## src/rtl/pipe_stage_reg_pkg.sv

```systemverilog
// Shared CPU pipeline package: stage bundle types, their NOP values and pack helpers.
package pipe_stage_reg_pkg;

  typedef enum logic [1:0] {
    ST_EMPTY = 2'd0,
    ST_FULL  = 2'd1,
    ST_SKID  = 2'd2
  } stage_state_e;

  typedef struct packed {
    logic [31:0] pc;
    logic [31:0] instr;
  } if_id_t;

  typedef struct packed {
    logic [31:0] pc;
    logic [31:0] rs1_val;
    logic [31:0] rs2_val;
    logic [31:0] imm;
    logic [4:0]  rd;
    logic [3:0]  alu_op;
    logic        reg_we;
    logic        mem_we;
    logic        mem_re;
    logic        jal;
    logic        start;
  } id_ex_t;

  typedef struct packed {
    logic [31:0] alu_res;
    logic [31:0] rs2_val;
    logic [4:0]  rd;
    logic        reg_we;
    logic        mem_we;
    logic        mem_re;
  } ex_mem_t;

  typedef struct packed {
    logic [31:0] wb_val;
    logic [4:0]  rd;
    logic        reg_we;
  } mem_wb_t;

  localparam int unsigned IF_ID_W  = $bits(if_id_t);
  localparam int unsigned ID_EX_W  = $bits(id_ex_t);
  localparam int unsigned EX_MEM_W = $bits(ex_mem_t);
  localparam int unsigned MEM_WB_W = $bits(mem_wb_t);

  // Bubbles: all write enables low; IF/ID carries a canonical addi x0,x0,0.
  localparam if_id_t  IF_ID_NOP  = '{pc: 32'h0, instr: 32'h0000_0013};
  localparam id_ex_t  ID_EX_NOP  = '0;
  localparam ex_mem_t EX_MEM_NOP = '0;
  localparam mem_wb_t MEM_WB_NOP = '0;

  function automatic logic [ID_EX_W-1:0] pack_id_ex(input id_ex_t s);
    return ID_EX_W'(s);
  endfunction

  function automatic id_ex_t unpack_id_ex(input logic [ID_EX_W-1:0] v);
    return id_ex_t'(v);
  endfunction

  function automatic logic [EX_MEM_W-1:0] pack_ex_mem(input ex_mem_t s);
    return EX_MEM_W'(s);
  endfunction

  function automatic ex_mem_t unpack_ex_mem(input logic [EX_MEM_W-1:0] v);
    return ex_mem_t'(v);
  endfunction

endpackage

```

## src/rtl/pipe_stage_reg_if.sv

```systemverilog
// Valid/ready stage bus carrying a packed bundle.
interface pipe_stage_reg_if #(
  parameter int unsigned WIDTH = 32
) ();
  logic             valid;
  logic             ready;
  logic [WIDTH-1:0] data;

  modport master (output valid, output data, input ready);
  modport slave  (input valid, input data, output ready);
endinterface

```

## src/rtl/pipe_stage_reg_skid.sv

```systemverilog
// Two-entry skid stage: main register, skid register and registered in_ready.
module pipe_skid_buf
  import pipe_stage_reg_pkg::*;
#(
  parameter int unsigned      WIDTH  = 32,
  parameter logic [WIDTH-1:0] BUBBLE = '0
) (
  input  logic             clk,
  input  logic             reset,
  input  logic             flush,
  input  logic             in_valid,
  input  logic [WIDTH-1:0] in_data,
  output logic             in_ready,
  input  logic             out_ready,
  output logic             out_valid,
  output logic [WIDTH-1:0] out_data
);

  stage_state_e     state_q;
  logic [WIDTH-1:0] main_q;
  logic [WIDTH-1:0] skid_q;
  logic             rdy_q;

  // rdy_q tracks "next state is not SKID"; main_q always holds BUBBLE when EMPTY.
  always_ff @(posedge clk) begin
    if (reset || flush) begin
      state_q <= ST_EMPTY;
      main_q  <= BUBBLE;
      skid_q  <= BUBBLE;
      rdy_q   <= 1'b1;
    end else begin
      unique case (state_q)
        ST_EMPTY: begin
          if (in_valid) begin
            state_q <= ST_FULL;
            main_q  <= in_data;
          end
        end
        ST_FULL: begin
          if (in_valid && out_ready) begin
            main_q <= in_data;
          end else if (in_valid) begin
            state_q <= ST_SKID;
            skid_q  <= in_data;
            rdy_q   <= 1'b0;
          end else if (out_ready) begin
            state_q <= ST_EMPTY;
            main_q  <= BUBBLE;
          end
        end
        ST_SKID: begin
          if (out_ready) begin
            state_q <= ST_FULL;
            main_q  <= skid_q;
            skid_q  <= BUBBLE;
            rdy_q   <= 1'b1;
          end
        end
        default: begin
          state_q <= ST_EMPTY;
          main_q  <= BUBBLE;
          skid_q  <= BUBBLE;
          rdy_q   <= 1'b1;
        end
      endcase
    end
  end

  assign in_ready  = rdy_q && !reset;
  assign out_valid = (state_q != ST_EMPTY);
  assign out_data  = main_q;

endmodule

```

## src/rtl/pipe_stage_reg.sv

```systemverilog
// Pipeline stage register with valid/ready back-pressure, flush, optional skid and stall counter.
module pipe_stage_reg
  import pipe_stage_reg_pkg::*;
#(
  parameter int unsigned      WIDTH  = 32,
  parameter logic [WIDTH-1:0] BUBBLE = '0,
  parameter bit               SKID   = 1'b1,
  parameter int unsigned      CNT_W  = 16
) (
  input  logic             clk,
  input  logic             reset,
  input  logic             flush,
  pipe_stage_reg_if.slave  up,
  pipe_stage_reg_if.master dn,
  output logic [CNT_W-1:0] stall_cnt
);

  logic             in_ready;
  logic             out_valid;
  logic [WIDTH-1:0] out_data;

  if (SKID) begin : g_skid
    pipe_skid_buf #(
      .WIDTH  (WIDTH),
      .BUBBLE (BUBBLE)
    ) u_skid (
      .clk       (clk),
      .reset     (reset),
      .flush     (flush),
      .in_valid  (up.valid),
      .in_data   (up.data),
      .in_ready  (in_ready),
      .out_ready (dn.ready),
      .out_valid (out_valid),
      .out_data  (out_data)
    );
  end else begin : g_reg
    stage_state_e     state_q;
    logic [WIDTH-1:0] main_q;
    logic             in_fire;
    logic             out_fire;

    assign in_ready = !out_valid || dn.ready;
    assign in_fire  = up.valid && in_ready;
    assign out_fire = out_valid && dn.ready;

    // Single register: load on input handshake, drop to bubble when drained.
    always_ff @(posedge clk) begin
      if (reset || flush) begin
        state_q <= ST_EMPTY;
        main_q  <= BUBBLE;
      end else if (in_fire) begin
        state_q <= ST_FULL;
        main_q  <= up.data;
      end else if (out_fire) begin
        state_q <= ST_EMPTY;
        main_q  <= BUBBLE;
      end
    end

    assign out_valid = (state_q != ST_EMPTY);
    assign out_data  = main_q;
  end

  // Saturating stall counter; flush deliberately leaves it alone.
  always_ff @(posedge clk) begin
    if (reset) begin
      stall_cnt <= '0;
    end else if (out_valid && !dn.ready && (stall_cnt != {CNT_W{1'b1}})) begin
      stall_cnt <= stall_cnt + CNT_W'(1);
    end
  end

  assign up.ready = in_ready;
  assign dn.valid = out_valid;
  assign dn.data  = out_data;

endmodule

```

## src/flat_wrapper.sv

```systemverilog
// flat-port wrapper written by rule: the top's interface ports become plain ports
module pipe_stage_reg_flat import pipe_stage_reg_pkg::*;
#(
  parameter int unsigned      WIDTH  = 32,
  parameter logic [WIDTH-1:0] BUBBLE = '0,
  parameter bit               SKID   = 1'b1,
  parameter int unsigned      CNT_W  = 16
)
  (clk, reset, flush, stall_cnt, up_valid, up_data, up_ready, dn_valid, dn_data, dn_ready);
  pipe_stage_reg_if #(.WIDTH(WIDTH)) up_i ();
  pipe_stage_reg_if #(.WIDTH(WIDTH)) dn_i ();
  input  logic clk;
  input  logic reset;
  input  logic flush;
  output logic [CNT_W-1:0] stall_cnt;
  input wire logic [$bits(up_i.valid)-1:0] up_valid;
  input wire logic [$bits(up_i.data)-1:0] up_data;
  output wire logic [$bits(up_i.ready)-1:0] up_ready;
  output wire logic [$bits(dn_i.valid)-1:0] dn_valid;
  output wire logic [$bits(dn_i.data)-1:0] dn_data;
  input wire logic [$bits(dn_i.ready)-1:0] dn_ready;
  assign up_i.valid = up_valid;
  assign up_i.data = up_data;
  assign up_ready = up_i.ready;
  assign dn_valid = dn_i.valid;
  assign dn_data = dn_i.data;
  assign dn_i.ready = dn_ready;
  pipe_stage_reg #(.WIDTH(WIDTH), .BUBBLE(BUBBLE), .SKID(SKID), .CNT_W(CNT_W)) u_core (.clk(clk), .reset(reset), .flush(flush), .up(up_i), .dn(dn_i), .stall_cnt(stall_cnt));
endmodule
```

## config.mk

```make
export PLATFORM = sky130hd
export DESIGN_NAME = pipe_stage_reg_flat
export DESIGN_NICKNAME = d
export VERILOG_FILES = /design/src/rtl/pipe_stage_reg_pkg.sv /design/src/rtl/pipe_stage_reg_if.sv /design/src/rtl/pipe_stage_reg_skid.sv /design/src/rtl/pipe_stage_reg.sv /design/src/flat_wrapper.sv
export SDC_FILE = /design/constraint.sdc
export NUM_CORES = 1
export LEC_CHECK = 0
export ABC_AREA = 1
export BUFFER_PORTS_ARGS = -buffer_cell sky130_fd_sc_hd__buf_4
export CORE_MARGIN = 3
export CORE_UTILIZATION = 40
export CTS_CLUSTER_DIAMETER = 60
export DETAILED_ROUTE_END_ITERATION = 8
export PLACE_DENSITY = 0.65
export SYNTH_ARGS = -nofsm -noshare
export SYNTH_HDL_FRONTEND = slang
export SYNTH_SLANG_ARGS = --single-unit
```

## constraint.sdc

```tcl
create_clock -name clk -period 1.8 [get_ports clk]
set_input_delay 0.09 -clock clk [delete_from_list [all_inputs] [get_ports clk]]
set_output_delay 0.09 -clock clk [all_outputs]
set_load 0.02 [all_outputs]
```

==> impl_metrics.json, run 1 <==
{
  "design.portCount": 87,
  "drtAntennaViolNets": 0,
  "cts_num_sinks": 83,
  "type_of_the_worst_setup_path": "register to register",
  "cts.repair_timing.setup_buffer_count": 0,
  "drive_above_1_share": 0.189,
  "path_clk_slew_ns": 0.08,
  "synth.distinct_cells": 22,
  "synth.ff_latch_count": 83,
  "power_density_mw_per_mm2": 791,
  "clk_path_buf_depth": 2,
  "type_of_element_capturing_the_critical_path": "register",
  "final_hold_viol_count": 0,
  "global_route.overflow_total": 0,
  "detailedRoute.firstIterationViolations": 120,
  "ctsHtreeMaxLevel": 3,
  "critical_r2r_launch": "u_core.g_skid.u_skid.state_q[1]",
  "critical_path.max_fanout": 32,
  "wire_length_of_the_first_global_routing_pass_mm": 17.1,
  "clock-root-buffer": "sky130_fd_sc_hd__clkbuf_8",
  "crit_arrival_ns": 1.87,
  "timing.setup.tns_ns": 0,
  "fin_skew_ns": 0.00950,
  "synthesis.nets": 609,
  "avgSynthCellArea_um2": 6.60,
  "route.detailed.drc": 0,
  "fmaxAchievable_ghz": 0.632,
  "tritoncts.num_buffers": 9,
  "max_cap_violations": 0,
  "area_delta_synth_final_pct": 33.3,
  "detail_route.wirelength_mm": 10.3,
  "antenna_cells": 0,
  "tritoncts": "done",
  "synth_cells": 571,
  "synth_sequential_area_ratio": 0.441,
  "coreArea_mm2": 0.00893,
  "row_count": 34,
  "tightestPinTransition_ns": 0.544,
  "first_pass_iters": 4,
  "utilization": 0.562,
  "unrepaired_setup_endpoints_after_global_routing": "no",
  "status": "complete, no violations",
  "ff2ff_path_depth": 7,
  "timing.final.setup_violations": 0,
  "dp_hpwl_mm": 7.17,
  "routed-via-count": 3924,
  "grt.total_usage": 0.200,
  "design.die.area_mm2": 0.0106,
  "synth_area_mm2": 0.00377,
  "via_count_of_the_first_global_routing_pass": 3775,
  "post-route-cell-area_mm2": 0.00502,
  "postPlaceCellArea_mm2": 0.00457,
  "via_per_inst": 4.95,
  "chipHeight_um": 103,
  "ys_warn_count": 0,
  "ff2ff_setup_slack_ns": 0.22,
  "rr_endpoint": "u_core.g_skid.u_skid.out_data[3]",
  "io_buf_count": 86,
  "detail_route.wl_per_cell_um": 12.9,
  "cp-startpoint": "u_core.g_skid.u_skid.state_q[1]",
  "hold_path_class": "input pin to register",
  "grt_start_max_net_pins": 33,
  "irDropWorstVdd_mv": 0.311,
  "static_leakage_power_uw": 0.00233,
  "nets": 718,
  "antenna_found_initial": 0,
  "worst_setup_path_start_kind": "register",
  "chipWidth_um": 103,
  "timing.critical_path.to": "u_core.g_skid.u_skid.out_data[3]",
  "worst_ep_required_time_ns": 2.08,
  "initial_utilization": 0.422,
  "slew_violations": 0,
  "clock_insertion_delay_worst_skew_ns": 0.35,
  "fin_crit_ns": 1.58,
  "layout_worst_path_cycle_share": 0.878,
  "p_total_uw": 3970,
  "slew-limit-headroom": 0.637,
  "place.gp.congestion": 0.906,
  "whs_ns": 0.00794
}
report_power, final:
group          total, uW  internal, uW  switching [uW]
Combinational        483           207             276
Sequential          1910          1880            26.8
Clock               1580           912             664
Total               3970          3000             967
state kept, by name, summed over array words and instances, names as in the netlist:
name / count
u_core.g_skid.u_skid.out_data: 32
u_core.g_skid.u_skid.skid_q: 32
u_core.stall_cnt: 16
u_core.g_skid.u_skid.state_q: 2
u_core.g_skid.u_skid.rdy_q: 1
worst min-delay path by stage:
stage | start | to | slack [ns] | depth (start not counted)
5_1_grt | up_data[12] | u_core.g_skid.u_skid.skid_q[12] | 0.0007 | 3
6_report | up_data[17] | u_core.g_skid.u_skid.skid_q[17] | 0.008 | 3
4_1_cts | up_data[17] | u_core.g_skid.u_skid.skid_q[17] | 0.00007 | 3
3_5_place_dp | up_data[2] | u_core.g_skid.u_skid.skid_q[2] | 0.35 | 3
2_1_floorplan | up_data[0] | u_core.g_skid.u_skid.skid_q[0] | 0.25 | 2
3_3_place_gp | up_data[12] | u_core.g_skid.u_skid.skid_q[12] | 0.34 | 3
cell type report:
class	instances	area, um2
tap	108	135
sequential	83	1660
multi-input combinational	401	1770
timing repair buffer	127	1010
inverter	58	218
clock buffer	10	128
clock inverter	5	103
fill	897	3920
layout by cell type, fill, tap and decap left out:
master                            n
sky130_fd_sc_hd__nor3_1           1
sky130_fd_sc_hd__nand2_2          1
sky130_fd_sc_hd__buf_4          105
sky130_fd_sc_hd__ha_1             1
sky130_fd_sc_hd__nand3_1         16
sky130_fd_sc_hd__nor4_1           1
sky130_fd_sc_hd__o21ai_2          1
sky130_fd_sc_hd__inv_2            3
sky130_fd_sc_hd__nor2_2           3
sky130_fd_sc_hd__a211oi_1         1
sky130_fd_sc_hd__clkbuf_1         1
sky130_fd_sc_hd__clkinv_2         1
sky130_fd_sc_hd__and2_1           1
sky130_fd_sc_hd__nor2_1          82
sky130_fd_sc_hd__clkinvlp_4       1
sky130_fd_sc_hd__clkbuf_8         9
sky130_fd_sc_hd__inv_1           54
sky130_fd_sc_hd__o21ai_0         68
sky130_fd_sc_hd__a21oi_1         76
sky130_fd_sc_hd__dlygate4sd3_1   22
sky130_fd_sc_hd__nand2_1        143
sky130_fd_sc_hd__dfxtp_1         83
sky130_fd_sc_hd__nand4_1          4
sky130_fd_sc_hd__bufinv_16        3
sky130_fd_sc_hd__nand2_4          1
sky130_fd_sc_hd__o22ai_2          1
sky130_fd_sc_hd__clkinv_1         1
timing repair:
item	in CTS	in global routing
gates resized for setup	0	0
hold buffers	22	0
endpoints found under the hold margin	22	0
metal layers:
layer / routed length, um / GRT usage
met1: 4660 / 0.255
met2: 4980 / 0.345
met3: 495 / 0.0271
met4: 111 / 0.0717
met5: 0 / 0
kinds of logic after synthesis:
| kind of cell | after synthesis | share of synthesized area |
|---|---|---|
| buffers and inverters | 87 | 0.0930 |
| AO/OA/AOI/OAI | 147 | 0.198 |
| flip-flops | 83 | 0.441 |
| adder cells (fa/ha/maj) | 1 | 0.00332 |
| AND/OR/NAND/NOR | 253 | 0.264 |
cells in the mapped netlist (all sizes together):
cell type | instances | area share
ha | 1 | 0.0033
nor3 | 1 | 0.0013
o22ai | 1 | 0.0033
a211oi | 1 | 0.0020
nor4 | 1 | 0.0017
o21ai | 69 | 0.092
and2 | 1 | 0.0017
buf | 14 | 0.020
dfxtp | 83 | 0.44
nand4 | 4 | 0.0066
clkinv | 1 | 0.0010
nor2 | 85 | 0.085
nand3 | 16 | 0.021
nand2 | 145 | 0.15
inv | 57 | 0.057
clkbuf | 15 | 0.015
a21oi | 76 | 0.10
critical path: stages (launching register included):
cell and delay [ns]:
sky130_fd_sc_hd__dfxtp_1 0.37, sky130_fd_sc_hd__inv_2 0.12, sky130_fd_sc_hd__nand2_2 0.10, sky130_fd_sc_hd__nand2_4 0.11, sky130_fd_sc_hd__o22ai_2 0.09, sky130_fd_sc_hd__inv_2 0.42, sky130_fd_sc_hd__nand2_1 0.16, sky130_fd_sc_hd__a21oi_1 0.15
stage by stage:
stage | setup WS [ns] | cells
finish | 0.219 | 792
global placement | 0.297 | 755
detailed placement | 0.230 | 755
floorplan | 0.218 | 571
global route | 0.0529 | 792
CTS | 0.217 | 792
(Power assumes the default switching activity.)
==> run 2: changes to the inputs <==
==> constraint.sdc (replaced) <==
create_clock -name clk -period 1.8 [get_ports clk]
set_input_delay 0.27 -clock clk [delete_from_list [all_inputs] [get_ports clk]]
set_output_delay 0.27 -clock clk [all_outputs]
set_load 0.02 [all_outputs]
==> impl_metrics.json, run 2 (synthesis results as in run 1) <==
{
  "power.share.combinational": 0.115,
  "detailedRoute.firstIterationViolations": 121,
  "worst_ep_required_time_ns": 2.08,
  "crit_arrival_ns": 1.84,
  "detail_route.wirelength_mm": 9.61,
  "fmaxAchievable_ghz": 0.639,
  "status": "complete, no violations",
  "layout.cells.most_common_list": "sky130_fd_sc_hd__nand2_1 (143), sky130_fd_sc_hd__buf_4 (106), sky130_fd_sc_hd__dfxtp_1 (83)",
  "clock-root-buffer": "sky130_fd_sc_hd__clkbuf_8",
  "detail_route.wl_per_cell_um": 12.5,
  "nets": 697,
  "cts_num_sinks": 83,
  "place.gp.congestion": 0.894,
  "row_count": 34,
  "coreArea_mm2": 0.00893,
  "timing.setup.tns_ns": 0,
  "via_count_of_the_first_global_routing_pass": 3506,
  "chipHeight_um": 103,
  "post_cts_hold_buffer_count": 0,
  "fin_skew_ns": 0.00867,
  "first_pass_iters": 4,
  "timing.critical_path.slowest_stage_cell": "sky130_fd_sc_hd__dfxtp_1",
  "antenna_cells": 0,
  "design.die.area_mm2": 0.0106,
  "route.detailed.drc": 0,
  "cp_cell_sequence": "inv_2, nand2_2, nand2_4, o22ai_2, buf_4, nand2_1, a21oi_1",
  "unrepaired_setup_endpoints_after_global_routing": "no",
  "global_route.overflow_total": 0,
  "power_density_mw_per_mm2": 794,
  "path_clk_slew_ns": 0.08,
  "worst_setup_path_start_kind": "register",
  "swShare": 0.246,
  "power.share.sequential": 0.502,
  "tritoncts.num_buffers": 9,
  "post-route-worst-setup-slack_ns": 0.235,
  "final_hold_viol_count": 0,
  "pwr-share-clk": 0.383,
  "crit_path_max_incr_delay_ns": 0.44,
  "intPower_uw": 2870,
  "type_of_the_worst_setup_path": "register to register",
  "p_total_uw": 3800,
  "register_area_mm2": 0.00166,
  "placed_cells": 756,
  "grt_start_max_net_pins": 33,
  "clk_path_buf_depth": 2,
  "area_delta_synth_final_pct": 27.2,
  "drive_above_1_share": 0.198,
  "final-instance-count-excl-fill": 771,
  "dp_hpwl_mm": 6.89,
  "io_buf_count": 86,
  "antenna_found_initial": 0,
  "static_leakage_power_uw": 0.00224,
  "design.portCount": 87,
  "tightestPinTransition_ns": 0.527,
  "most_common_cell_after_layout_fill_and_taps_aside": "sky130_fd_sc_hd__nand2_1",
  "power.switching_uw": 937,
  "layout_worst_path_cycle_share": 0.870,
  "drtAntennaViolNets": 0,
  "via_per_inst": 4.87,
  "filler_cell_count": 926,
  "hold_path_class": "input pin to register",
  "critical_path.max_fanout": 32,
  "slew_violations": 0,
  "max_cap_violations": 0,
  "grt.total_usage": 0.188,
  "ctsHtreeMaxLevel": 3,
  "clock_insertion_delay_worst_skew_ns": 0.34,
  "wire_length_of_the_first_global_routing_pass_mm": 16.1,
  "place_worst_setup_slack_ns": 0.222,
  "chipWidth_um": 103,
  "tritoncts": "done",
  "slew-limit-headroom": 0.648,
  "type_of_element_capturing_the_critical_path": "register",
  "initial_utilization": 0.422,
  "cts.repair_timing.setup_buffer_count": 0,
  "timing.final.setup_violations": 0,
  "multi_input_area_mm2": 0.00177,
  "post_cts_resize_count": 0,
  "fin_crit_ns": 1.57,
  "routed-via-count": 3753,
  "irDropWorstVdd_mv": 0.351,
  "utilization": 0.536
}
==> run 2: metrics by stage <==
| stage | area (um2) | hold slack (ns) |
|---|---|---|
| 6_report | 4790 | 0.173 |
| 5_1_grt | 4790 | 0.185 |
| 4_1_cts | 4790 | 0.172 |
| 3_5_place_dp | 4580 | 0.456 |
| 3_3_place_gp | 4580 | 0.453 |
| 2_1_floorplan | 3770 | 0.426 |
==> run 2: critical path, delay by kind of cell, from the launching register on <==
kind,cells,cell delay [ns]
flops,1,0.44
compound gates,2,0.28
simple gates,3,0.32
buf+inv,2,0.45
==> run 2: power groups by stage <==
| stage | Combinational [uW] | Sequential, uW | Clock (uW) |
|---|---|---|---|
| 5_1_grt | 495 | 1920 | 1570 |
| 3_3_place_gp | 439 | 1950 | 0 |
| 4_1_cts | 445 | 1910 | 1490 |
| 6_report | 439 | 1910 | 1460 |
| 2_1_floorplan | 220 | 1980 | 0 |
| 3_5_place_dp | 444 | 1950 | 0 |
==> run 2: path summary, 6_finish.rpt <==
kind,slack [ns],end,cells after the start,from
setup / recovery,0.23,u_core.g_skid.u_skid.out_data[25],7,u_core.g_skid.u_skid.state_q[0]
hold / removal,0.17,u_core.g_skid.u_skid.skid_q[10],3,up_data[10]
setup reg to reg,0.23,u_core.g_skid.u_skid.out_data[25],7,u_core.g_skid.u_skid.state_q[0]
hold reg to reg,0.47,u_core.g_skid.u_skid.out_data[10],2,u_core.g_skid.u_skid.out_data[10]
==> run 2: layer usage <==
layer | global-route usage | share of wire | vias to the layer above
met3 | 0.0271 | 0.046 | 6
met5 | 0 | 0 | -
met2 | 0.322 | 0.47 | 74
li1 | - | - | 2000
met1 | 0.248 | 0.47 | 1673
met4 | 0.0508 | 0.0061 | 0
==> run 2: layout make-up <==
class                      instances  share of cell area
clock buffer                      10              0.0287
clock inverter                     5              0.0162
inverter                          58              0.0454
multi-input combinational        401               0.369
sequential                        83               0.347
tap                              108              0.0282
timing repair buffer             106               0.166
==> run 3: changes to the inputs <==
ABC_CLOCK_PERIOD_IN_PS = 1800   (was not set)
BUFFER_PORTS_ARGS = not set   (was -buffer_cell sky130_fd_sc_hd__buf_4)
DONT_BUFFER_PORTS = 1   (was not set)
PLACE_DENSITY = 0.57   (was 0.65)
==> impl_metrics.json, run 3 (synthesis results as in run 1) <==
{
  "status": "complete, no violations",
  "cts.repair_timing.setup_buffer_count": 0,
  "swShare": 0.265,
  "route.detailed.drc": 0,
  "power.share.combinational": 0.081,
  "coreArea_mm2": 0.00893,
  "max_cap_violations": 0,
  "power.switching_uw": 942,
  "dp_hpwl_mm": 6.74,
  "initial_utilization": 0.422,
  "ff2ff_path_depth": 7,
  "layout_worst_path_cycle_share": 0.867,
  "intPower_uw": 2620,
  "final_hold_viol_count": 0,
  "area_delta_synth_final_pct": 11.8,
  "wire_length_of_the_first_global_routing_pass_mm": 15.7,
  "layout.cells.most_common_list": "sky130_fd_sc_hd__nand2_1 (143), sky130_fd_sc_hd__dfxtp_1 (83), sky130_fd_sc_hd__nor2_1 (82)",
  "global_route.overflow_total": 0,
  "postPlaceCellArea_mm2": 0.00402,
  "grt_start_max_net_pins": 36,
  "fmaxAchievable_ghz": 0.641,
  "detail_route.wirelength_mm": 9.83,
  "routed-via-count": 3513,
  "hold_path_class": "input pin to register",
  "timing.setup.tns_ns": 0,
  "detailedRoute.firstIterationViolations": 140,
  "ctsHtreeMaxLevel": 3,
  "post-route-cell-area_mm2": 0.00421,
  "nets": 623,
  "post_cts_resize_count": 0,
  "row_count": 34,
  "static_leakage_power_uw": 0.00185,
  "first_pass_iters": 4,
  "pwr-share-clk": 0.372,
  "grt.total_usage": 0.188,
  "tightestPinTransition_ns": 0.574,
  "most_common_cell_after_layout_fill_and_taps_aside": "sky130_fd_sc_hd__nand2_1",
  "chipHeight_um": 103,
  "type_of_element_capturing_the_critical_path": "register",
  "power.share.sequential": 0.547,
  "worst_ep_required_time_ns": 2.08,
  "clk_path_buf_depth": 2,
  "via_count_of_the_first_global_routing_pass": 3246,
  "slew_violations": 0,
  "post-route-worst-setup-slack_ns": 0.239,
  "design.die.area_mm2": 0.0106,
  "timing.final.setup_violations": 0,
  "antenna_cells": 0,
  "via_per_inst": 5.03,
  "slew-limit-headroom": 0.617,
  "critical_path.max_fanout": 32,
  "unrepaired_setup_endpoints_after_global_routing": "no",
  "type_of_the_worst_setup_path": "register to register",
  "tritoncts": "done",
  "worst_setup_path_start_kind": "register",
  "power_density_mw_per_mm2": 845,
  "multi_input_area_mm2": 0.00177,
  "fin_crit_ns": 1.56,
  "register_area_mm2": 0.00166,
  "detail_route.wl_per_cell_um": 14.1,
  "tritoncts.num_buffers": 9,
  "irDropWorstVdd_mv": 0.378,
  "place.gp.congestion": 0.837,
  "filler_cell_count": 944,
  "crit_arrival_ns": 1.84,
  "antenna_found_initial": 0,
  "place_worst_setup_slack_ns": 0.226,
  "drive_above_1_share": 0.0966,
  "clock-root-buffer": "sky130_fd_sc_hd__clkbuf_8",
  "cts_num_sinks": 83,
  "clock_insertion_delay_worst_skew_ns": 0.35,
  "chipWidth_um": 103,
  "design.portCount": 87,
  "fin_skew_ns": 0.00698,
  "io_buf_count": 0,
  "path_clk_slew_ns": 0.09,
  "post_cts_hold_buffer_count": 0,
  "holdPathStages": 2,
  "drtAntennaViolNets": 0
}
## run 3: layer usage
metal,wire length (um),global-route usage
met4,59,0.0687
met2,4800,0.319
met3,899,0.0677
met5,0,0
met1,4070,0.219
## run 3: worst max-delay path, stage by stage (launching register included)
cell and delay (ns):
sky130_fd_sc_hd__dfxtp_1 0.43, sky130_fd_sc_hd__inv_2 0.09, sky130_fd_sc_hd__nand2_2 0.12, sky130_fd_sc_hd__nand2_4 0.09, sky130_fd_sc_hd__o22ai_2 0.13, sky130_fd_sc_hd__buf_4 0.35, sky130_fd_sc_hd__nand2_1 0.10, sky130_fd_sc_hd__a21oi_1 0.16
## run 3: path summary, 6_finish.rpt
check | start | slack, ns | to
worst max-delay path | u_core.g_skid.u_skid.state_q[0] | 0.24 | u_core.g_skid.u_skid.out_data[23]
worst min-delay path | up_data[4] | 0.08 | u_core.g_skid.u_skid.skid_q[4]
worst max register to register | u_core.g_skid.u_skid.state_q[0] | 0.24 | u_core.g_skid.u_skid.out_data[23]
worst min register to register | u_core.g_skid.u_skid.skid_q[4] | 0.52 | u_core.g_skid.u_skid.skid_q[4]
## run 3: power by group through the flow
| stage | logic, uW | clock network [uW] | registers, uW |
|---|---|---|---|
| 2_1_floorplan | 220 | 0 | 1980 |
| 3_3_place_gp | 288 | 0 | 1990 |
| 3_5_place_dp | 293 | 0 | 1990 |
| 4_1_cts | 294 | 1380 | 1950 |
| 5_1_grt | 333 | 1440 | 1950 |
| 6_report | 289 | 1320 | 1940 |
## run 3: final cells by class
class,instances,area share
multi-input combinational,401,0.419
sequential,83,0.395
timing repair buffer,32,0.0570
inverter,58,0.0517
tap,108,0.0321
clock buffer,10,0.0303
clock inverter,6,0.0152
## run 3: through the flow
step / power [uW] / utilization / cells / hold slack (ns)
3_3_place_gp: 2280 / 0.450 / 682 / 0.430
2_1_floorplan: 2200 / - / 571 / 0.426
5_1_grt: 3730 / 0.471 / 698 / 0.0607
6_report: 3560 / 0.471 / 698 / 0.0783
4_1_cts: 3620 / 0.471 / 698 / 0.0608
3_5_place_dp: 2280 / 0.450 / 682 / 0.435
